<file path="src/rtl/pwm_capture.sv">
// pwm_capture: recovers high time and period of an asynchronous PWM line
// and hands each completed period out on a valid/ready port.
module pwm_capture #(
    parameter int SIZE = 13
) (
    input  logic            sys_clk,
    input  logic            rst,
    input  logic            PWM_in,
    output logic [SIZE-1:0] duty,
    output logic [SIZE-1:0] period,
    output logic            stuck,
    output logic            out_valid,
    input  logic            out_ready,
    output logic            overrun
);

    localparam logic [SIZE-1:0] ONE  = SIZE'(1);
    localparam logic [SIZE-1:0] MAX  = '1;
    localparam logic [SIZE-1:0] NEAR = MAX - ONE;

    typedef enum logic [1:0] {
        IDLE,
        MEASURE,
        STUCK
    } state_t;

    state_t          state;
    logic            s1;
    logic            s2;
    logic            s3;
    logic [SIZE-1:0] per_cnt;
    logic [SIZE-1:0] high_cnt;
    logic            rise;
    logic            level;
    logic            post_meas;
    logic            post_sat;
    logic            post;

    assign rise  = s2 & ~s3;
    assign level = s2;

    // two-flop synchronizer, plus a delay flop for rising-edge detection
    always_ff @(posedge sys_clk or negedge rst) begin
        if (!rst) begin
            s1 <= 1'b0;
            s2 <= 1'b0;
            s3 <= 1'b0;
        end else begin
            s1 <= PWM_in;
            s2 <= s1;
            s3 <= s2;
        end
    end

    // a rise closes a period; otherwise saturation is flagged on the edge
    // where per_cnt would become all-ones, so it beats a rise one cycle later
    always_comb begin
        post_meas = 1'b0;
        post_sat  = 1'b0;
        if (state == MEASURE && rise) begin
            post_meas = 1'b1;
        end
        if (state != STUCK && !rise && per_cnt == NEAR) begin
            post_sat = 1'b1;
        end
        post = post_meas | post_sat;
    end

    // period and high-time counters; the rise cycle counts as cycle one
    always_ff @(posedge sys_clk or negedge rst) begin
        if (!rst) begin
            per_cnt  <= '0;
            high_cnt <= '0;
        end else if (rise) begin
            per_cnt  <= ONE;
            high_cnt <= SIZE'(level);
        end else begin
            if (per_cnt != MAX) begin
                per_cnt <= per_cnt + ONE;
            end
            if (level && high_cnt != MAX) begin
                high_cnt <= high_cnt + ONE;
            end
        end
    end

    // measurement FSM with registered result fields and handshake flags
    always_ff @(posedge sys_clk or negedge rst) begin
        if (!rst) begin
            state     <= IDLE;
            duty      <= '0;
            period    <= '0;
            stuck     <= 1'b0;
            out_valid <= 1'b0;
            overrun   <= 1'b0;
        end else begin
            case (state)
                IDLE: begin
                    if (rise) begin
                        state <= MEASURE;
                    end else if (post_sat) begin
                        state <= STUCK;
                    end
                end
                MEASURE: begin
                    if (post_sat) begin
                        state <= STUCK;
                    end
                end
                STUCK: begin
                    if (rise) begin
                        state <= MEASURE;
                    end
                end
                default: begin
                    state <= IDLE;
                end
            endcase

            if (post_meas) begin
                duty   <= high_cnt;
                period <= per_cnt;
                stuck  <= 1'b0;
            end else if (post_sat) begin
                duty   <= level ? MAX : '0;
                period <= MAX;
                stuck  <= 1'b1;
            end

            if (post) begin
                out_valid <= 1'b1;
                if (out_valid && !out_ready) begin
                    overrun <= 1'b1;
                end
            end else if (out_valid && out_ready) begin
                out_valid <= 1'b0;
                overrun   <= 1'b0;
            end
        end
    end

endmodule
</file>
<file path="config.mk">
export PLATFORM = sky130hd
export DESIGN_NAME = pwm_capture
export DESIGN_NICKNAME = d
export VERILOG_FILES = /design/src/rtl/pwm_capture.sv
export SDC_FILE = /design/constraint.sdc
export NUM_CORES = 1
export LEC_CHECK = 0
export CORE_MARGIN = 2
export CORE_UTILIZATION = 55
export CTS_CLUSTER_DIAMETER = 150
export DETAILED_ROUTE_END_ITERATION = 12
export PLACE_DENSITY = 0.78
export SETUP_SLACK_MARGIN = 0.15
export SLEW_MARGIN = 0
export SYNTH_ARGS = -nofsm -noshare
export SYNTH_HDL_FRONTEND = slang
export SYNTH_SLANG_ARGS = --single-unit
</file>
<file path="constraint.sdc">
create_clock -name sys_clk -period 5.1 [get_ports sys_clk]
set_input_delay 1.02 -clock sys_clk [delete_from_list [all_inputs] [get_ports sys_clk]]
set_output_delay 1.02 -clock sys_clk [all_outputs]
set_load 0.01 [all_outputs]
</file>
==> run_results.csv, run 1 <==
group,metric,value,unit
outcome,outcome,"finished clean",
placed_design,detailed_place_hpwl,3.49,mm
setup_path,path_cells,"clkdlybuf4s50_1",
synth,syn_inst,235,
clock_network,clockRootBuffer,"clkbuf_8",
floorplan,die_area,0.00542,sq mm
setup_path,crit_path_top_delay_cell,"clkdlybuf4s50_1",
floorplan,ios,33,
pwr,vdd_drop_max,0.000194,V
placed_design,port_buffers,32,
flow_run,drv_cap,0,
clock_network,post_cts_buffers,0,
floorplan,start_util,0.568,
pwr,p_seq_frac,0.524,
sta,rsz0062_at_grt,"false",
setup_path,ff2ff_path_depth,3,
synth,synth_area_per_cell,11.3,sq um
cells_and_area,drive_above_1_share,0.0949,
routing,route.vias.total,2007,
global_routing,antenna_found_initial,0,
setup_path,r2r_slack,2.98,ns
clock_network,cts.clk_slew.worst_paths,0.06,ns
pwr,switching_share,0.271,
pwr,clkPwrFrac,0.329,
setup_path,cp_slowest_stage_delay,0.57,ns
pwr,powerDensity,350,mW/mm^2
floorplan,num_rows,25,
setup_path,rr_endpoint,"duty[8]",
clock_network,cts_buffer_depth,2,
sta,final.setup.tns,0,ns
clock_network,clk_latency,0.34,ns
sta,final-max-slew-violation-count,0,
cells_and_area,diodes,0,
routing,drt_wl_total,5.32,mm
sta,worst_pin_slew,1.10,ns
pwr,p_leak,1.40,nW
cells_and_area,finalNetCount,276,
global_routing,grt_pass1_wl,9.11,mm
synth,syn-num-nets,242,
cells_and_area,utilization,0.671,
floorplan,die_height,73.6,um
sta,finalCritPeriodShare,0.449,
sta,skew,0.00895,ns
synth,syn_area,0.00267,sq mm
floorplan,fp.dieW,73.6,um
synth,dominantRegCellSynth,"dfrtp_1",
setup_path,critPathRequiredTime,4.08,ns
cells_and_area,stdcell_area,0.00315,sq mm
global_routing,grt_max_degree,61,
routing,drt-initial-drc-count,135,
clock_network,cts_hold_buffers,0,
min_path,worstHoldEndpoint,"level",
clock_network,numCtsBuffers,9,
routing,drc,0,
synth,ys_ff_latch,60,
floorplan,core_area,0.00469,sq mm
synth,synth-edff-count,0,
routing,wl_per_cell,16.2,um
clock_network,cts_tree,"built",
sta,finalSetupViolCount,0,
pwr,switchingPower,0.298,mW
setup_path,critPathMaxFanout,2,
setup_path,cp.arrival,1.27,ns
min_path,whs_path_depth,0,
synth,synth_seq_area_share,0.563,
setup_path,r2r-start,"level",
clock_network,htreeDepth,3,
pwr,pwr-share-comb,0.147,
synth,synth_top_cell_by_area,"dfrtp_1",
setup_path,critPathKind,"flip-flop to primary output",
routing,dr.pass1.iters,4,
min_path,hold_start,"s1",
synth,netlist.area_leader.share,0.563,
global_routing,track_usage,0.226,
pwr,p_int,0.803,mW
sta,max_freq,436,MHz
setup_path,setup.worst_path.start_class,"flip-flop",
global_routing,grt_overflow_total,0,
sta,period_minus_slack,2.29,ns
synth,synth_area_leaders,"dfrtp_1 56%, a221o_1 4.9%, o22a_1 3.6%",
cells_and_area,n_fill_cell,368,
routing,antenna_left,0,
synth,synthArstFlopShare,1.00,
sta,relSlewSlack,0.261,
global_routing,first_global_vias,1937,
placed_design,gp_congestion,0.836,
sta,hold_viol,0,
setup_path,critPathCaptureType,"primary output",
synth,synth_cell_types,46,
synth,synth_warnings,0,
clock_network,cts_resized,0,
cells_and_area,multiInputGateArea,0.00107,sq mm
routing,vias_per_cell,6.12,
clock_network,cts.sinks,60,
min_path,min_path_type,"flip-flop to flip-flop",
setup_path,crit_family,"buffers and inverters",
cells_and_area,final-seq-area,0.00150,sq mm
placed_design,place_area,0.00299,sq mm
setup_path,cp_num_buf_inv,1,
cells_and_area,area_growth,18.1,%
## power groups by stage
stage                     clock network (mW)  registers, mW  logic [mW]
after CTS                              0.371          0.577       0.164
after detailed placement                   0          0.585       0.163
after global placement                     0          0.584       0.159
final                                  0.362          0.577       0.162
after floorplan                            0          0.585      0.0751
after global routing                   0.395          0.586       0.178
## sequential cells by signal (all words and copies together), names as in the netlist
signal,flops
stuck,1
s1,1
high_cnt,13
period,13
s3,1
level,1
out_valid,1
duty,13
state,2
per_cnt,13
overrun,1
## metrics by stage
stage | setup WS [ns] | cells | hold slack (ns) | total power, mW
after floorplan | 3.30 | 235 | 0.331 | 0.660
after CTS | 2.79 | 328 | 0.366 | 1.11
after global routing | 2.78 | 328 | 0.371 | 1.16
after global placement | 3.01 | 312 | 0.349 | 0.743
final | 2.81 | 328 | 0.362 | 1.10
after detailed placement | 2.97 | 312 | 0.343 | 0.749
## logic make-up after synthesis
kind of cell,Yosys count,share of synthesized area
simple gates,79,0.168
xor+xnor,8,0.0263
flops,60,0.563
fa+ha+maj,3,0.0141
compound gates,69,0.192
buf+inv,16,0.0361
## metal layers
| layer | vias to the layer above | GRT usage | wire (um) |
|---|---|---|---|
| li1 | 954 | - | - |
| met1 | 977 | 0.295 | 2440 |
| met2 | 60 | 0.347 | 2510 |
| met3 | 16 | 0.0549 | 223 |
| met4 | 0 | 0.121 | 147 |
| met5 | - | 0 | 0 |
## cell type report
cell class,instances,area share
Sequential cell,60,0.477
Multi-Input combinational cell,159,0.339
Timing Repair Buffer,34,0.105
Clock buffer,14,0.0485
Tap cell,54,0.0215
Inverter,5,0.00596
Clock inverter,2,0.00318
## cells in the final DEF, fill, tap and decap left out, drive strengths merged, types with 10 or more instances in the layout
master,Yosys,routed
dfrtp,60,60
clkdlybuf4s50,0,31
nor2,19,19
o21ai,14,14
clkbuf,4,14
nand2,13,13
a221o,13,13
a21oi,12,12
o22a,11,11
nand3,10,10
nand4,10,10
## cell usage after synthesis (all sizes together), types with 2 or more instances
master	count
dfrtp	60
nor2	19
o21ai	14
a221o	13
nand2	13
a21oi	12
o22a	11
nand3	10
nand4	10
buf	7
a31oi	5
and3	5
inv	5
xor2	5
and4	4
clkbuf	4
nand2b	4
ha	3
o211ai	3
or2	3
or3	3
xnor2	3
a2bb2oi	2
nor2b	2
nor3	2
o21a	2
or4	2
## worst max path at each step
stage	slack [ns]	end	startpoint	cells after the start
3_3_place_gp	3.01	out_valid	level	5
3_5_place_dp	2.97	out_valid	level	5
5_1_grt	2.78	stuck	stuck	1
4_1_cts	2.79	duty[4]	duty[4]	1
2_1_floorplan	3.30	period[10]	per_cnt[0]	8
6_report	2.81	duty[4]	duty[4]	1
(Power assumes the default switching activity.)
==> run 2: changes to the inputs <==
==> constraint.sdc (replaced) <==
create_clock -name sys_clk -period 2.3 [get_ports sys_clk]
set_input_delay 0.46 -clock sys_clk [delete_from_list [all_inputs] [get_ports sys_clk]]
set_output_delay 0.46 -clock sys_clk [all_outputs]
set_load 0.01 [all_outputs]
==> run 2 against run 1 <==
Effect of this change:
- first-iteration DRC count fell by 5.9%
- routed wire length rose by 3.5%
- clock skew fell by 0.0048 ns
- sequential power rose by 120%
- critical path depth rose by 4
- cell area rose by 1.5%
- non-clock buffer count rose by 3
- register-to-register slack got worse by 2.7 ns
- clock power rose by 140%
- via count fell by 0.95%
- worst hold slack got worse by 0.089 ns
- sequential share of layout area fell by 0.71 points
- largest cell class unchanged
==> run_results.csv, run 2 (synthesis gave the netlist of run 1 again) <==
group,metric,value,unit
floorplan,die_area,0.00542,sq mm
sta,setup_slack,0.265,ns
clock_network,htreeDepth,3,
routing,drt-initial-drc-count,127,
floorplan,ios,33,
placed_design,gp_congestion,0.832,
clock_network,clk_latency,0.34,ns
clock_network,numCtsBuffers,9,
cells_and_area,layout_commonest_cell,"dfrtp_1",
setup_path,critPathCaptureType,"flip-flop",
outcome,outcome,"finished clean",
setup_path,critPathKind,"flip-flop to flip-flop",
setup_path,path_cells,"nand2b_4, or2_2, o21ai_2, nor2_2, o21ai_0",
global_routing,grt_use_met3,0.0741,
setup_path,cp_num_buf_inv,0,
setup_path,rr_endpoint,"out_valid",
global_routing,first_global_vias,1966,
global_routing,use_met2,0.370,
clock_network,cts_buffer_depth,2,
placed_design,detailed_place_hpwl,3.68,mm
sta,holdWs,0.273,ns
sta,finalCritPeriodShare,0.885,
clock_network,clockRootBuffer,"clkbuf_8",
pwr,powerDensity,787,mW/mm^2
min_path,min_path_type,"input port to async pin",
clock_network,cts.clk_slew.worst_paths,0.06,ns
cells_and_area,area_growth,19.9,%
clock_network,cts.sinks,60,
sta,finalSetupViolCount,0,
pwr,vdd_drop_max,0.000366,V
pwr,p_leak,1.42,nW
clock_network,cts_hold_buffers,0,
global_routing,antenna_found_initial,0,
sta,rsz0062_at_grt,"true",
pwr,finalPower,2.52,mW
setup_path,r2r_slack,0.27,ns
cells_and_area,layout_common_cells,"60 x dfrtp_1, 31 x clkdlybuf4s50_1, 18 x nor2_1",
global_routing,grt_pass1_wl,9.57,mm
routing,drt_wl_total,5.51,mm
floorplan,num_rows,25,
global_routing,track_usage,0.238,
global_routing,grt_overflow_total,0,
floorplan,die_height,73.6,um
setup_path,ff2ff_path_depth,5,
flow_run,drv_cap,0,
routing,route.vias.total,1988,
routing,vias_per_cell,6.01,
setup_path,crit_family,"simple AND/OR/NAND/NOR gates",
sta,period_minus_slack,2.03,ns
setup_path,setup.worst_path.start_class,"flip-flop",
placed_design,port_buffers,32,
setup_path,critPathMaxFanout,14,
global_routing,gr-usage-met1,0.307,
cells_and_area,diodes,0,
sta,skew,0.00414,ns
sta,final.setup.tns,0,ns
setup_path,cp_slowest_stage_delay,0.50,ns
routing,drc,0,
routing,antenna_left,0,
sta,max_freq,491,MHz
setup_path,critPathRequiredTime,2.48,ns
cells_and_area,n_fill_cell,382,
routing,wl_per_cell,16.6,um
cells_and_area,finalNetCount,279,
routing,dr.pass1.iters,4,
setup_path,cp.arrival,2.22,ns
cells_and_area,drive_above_1_share,0.108,
setup_path,r2r-start,"s3",
global_routing,grt_max_degree,61,
clock_network,cts_tree,"built",
setup_path,crit_path_top_delay_cell,"dfrtp_1",
global_routing,grt.busiest_layer,"met2",
sta,hold_viol,0,
sta,final-max-slew-violation-count,0,
sta,relSlewSlack,0.519,
floorplan,start_util,0.568,
floorplan,core_area,0.00469,sq mm
clock_network,post_cts_buffers,0,
floorplan,fp.dieW,73.6,um
sta,worst_pin_slew,0.722,ns
placed_design,dp_slack,0.252,ns
## run 2: worst register-to-register path: stages (launching register included)
cell and delay [ns]:
dfrtp_1 0.50, nand2b_4 0.26, or2_2 0.31, o21ai_2 0.14
nor2_2 0.48, o21ai_0 0.19
## run 2: per-layer routing
layer | wire [um] | share of wire
met1 | 2440 | 0.44
met2 | 2740 | 0.50
met3 | 242 | 0.044
met4 | 83 | 0.015
met5 | 0 | 0
## run 2: cell type report
cell class	count	area, sq um	share of cell area
Sequential cell	60	1500	0.470
Multi-Input combinational cell	159	1070	0.336
Timing Repair Buffer	37	353	0.110
Clock buffer	15	176	0.0552
Tap cell	54	67.6	0.0211
Inverter	5	18.8	0.00587
Clock inverter	1	5.00	0.00157
## run 2: power breakdown
group / internal [mW] / switching [mW] / total, mW
Clock: 0.479 / 0.393 / 0.872
Combinational: 0.201 / 0.162 / 0.363
Sequential: 1.16 / 0.117 / 1.28
## run 2: worst max path at each step
stage / cells after the start / startpoint / slack [ns] / end
finish: 5 / s3 / 0.27 / out_valid
global route: 5 / s3 / 0.11 / out_valid
CTS: 5 / s3 / 0.22 / out_valid
detailed placement: 5 / s3 / 0.25 / out_valid
global placement: 5 / s3 / 0.25 / out_valid
floorplan: 8 / per_cnt[0] / 0.50 / period[10]
## run 2: per-stage QoR
| stage | std cells | util | cell area [sq um] |
|---|---|---|---|
| floorplan | 235 | - | 2670 |
| global placement | 315 | 0.641 | 3010 |
| detailed placement | 315 | 0.641 | 3010 |
| CTS | 331 | 0.680 | 3190 |
| global route | 331 | 0.681 | 3200 |
| finish | 331 | 0.681 | 3200 |
## run 2: repair_timing
action	4_1_cts	5_1_grt
gates resized for setup	0	1
endpoints found under the hold margin	0	0
endpoints found under the setup margin	0	14
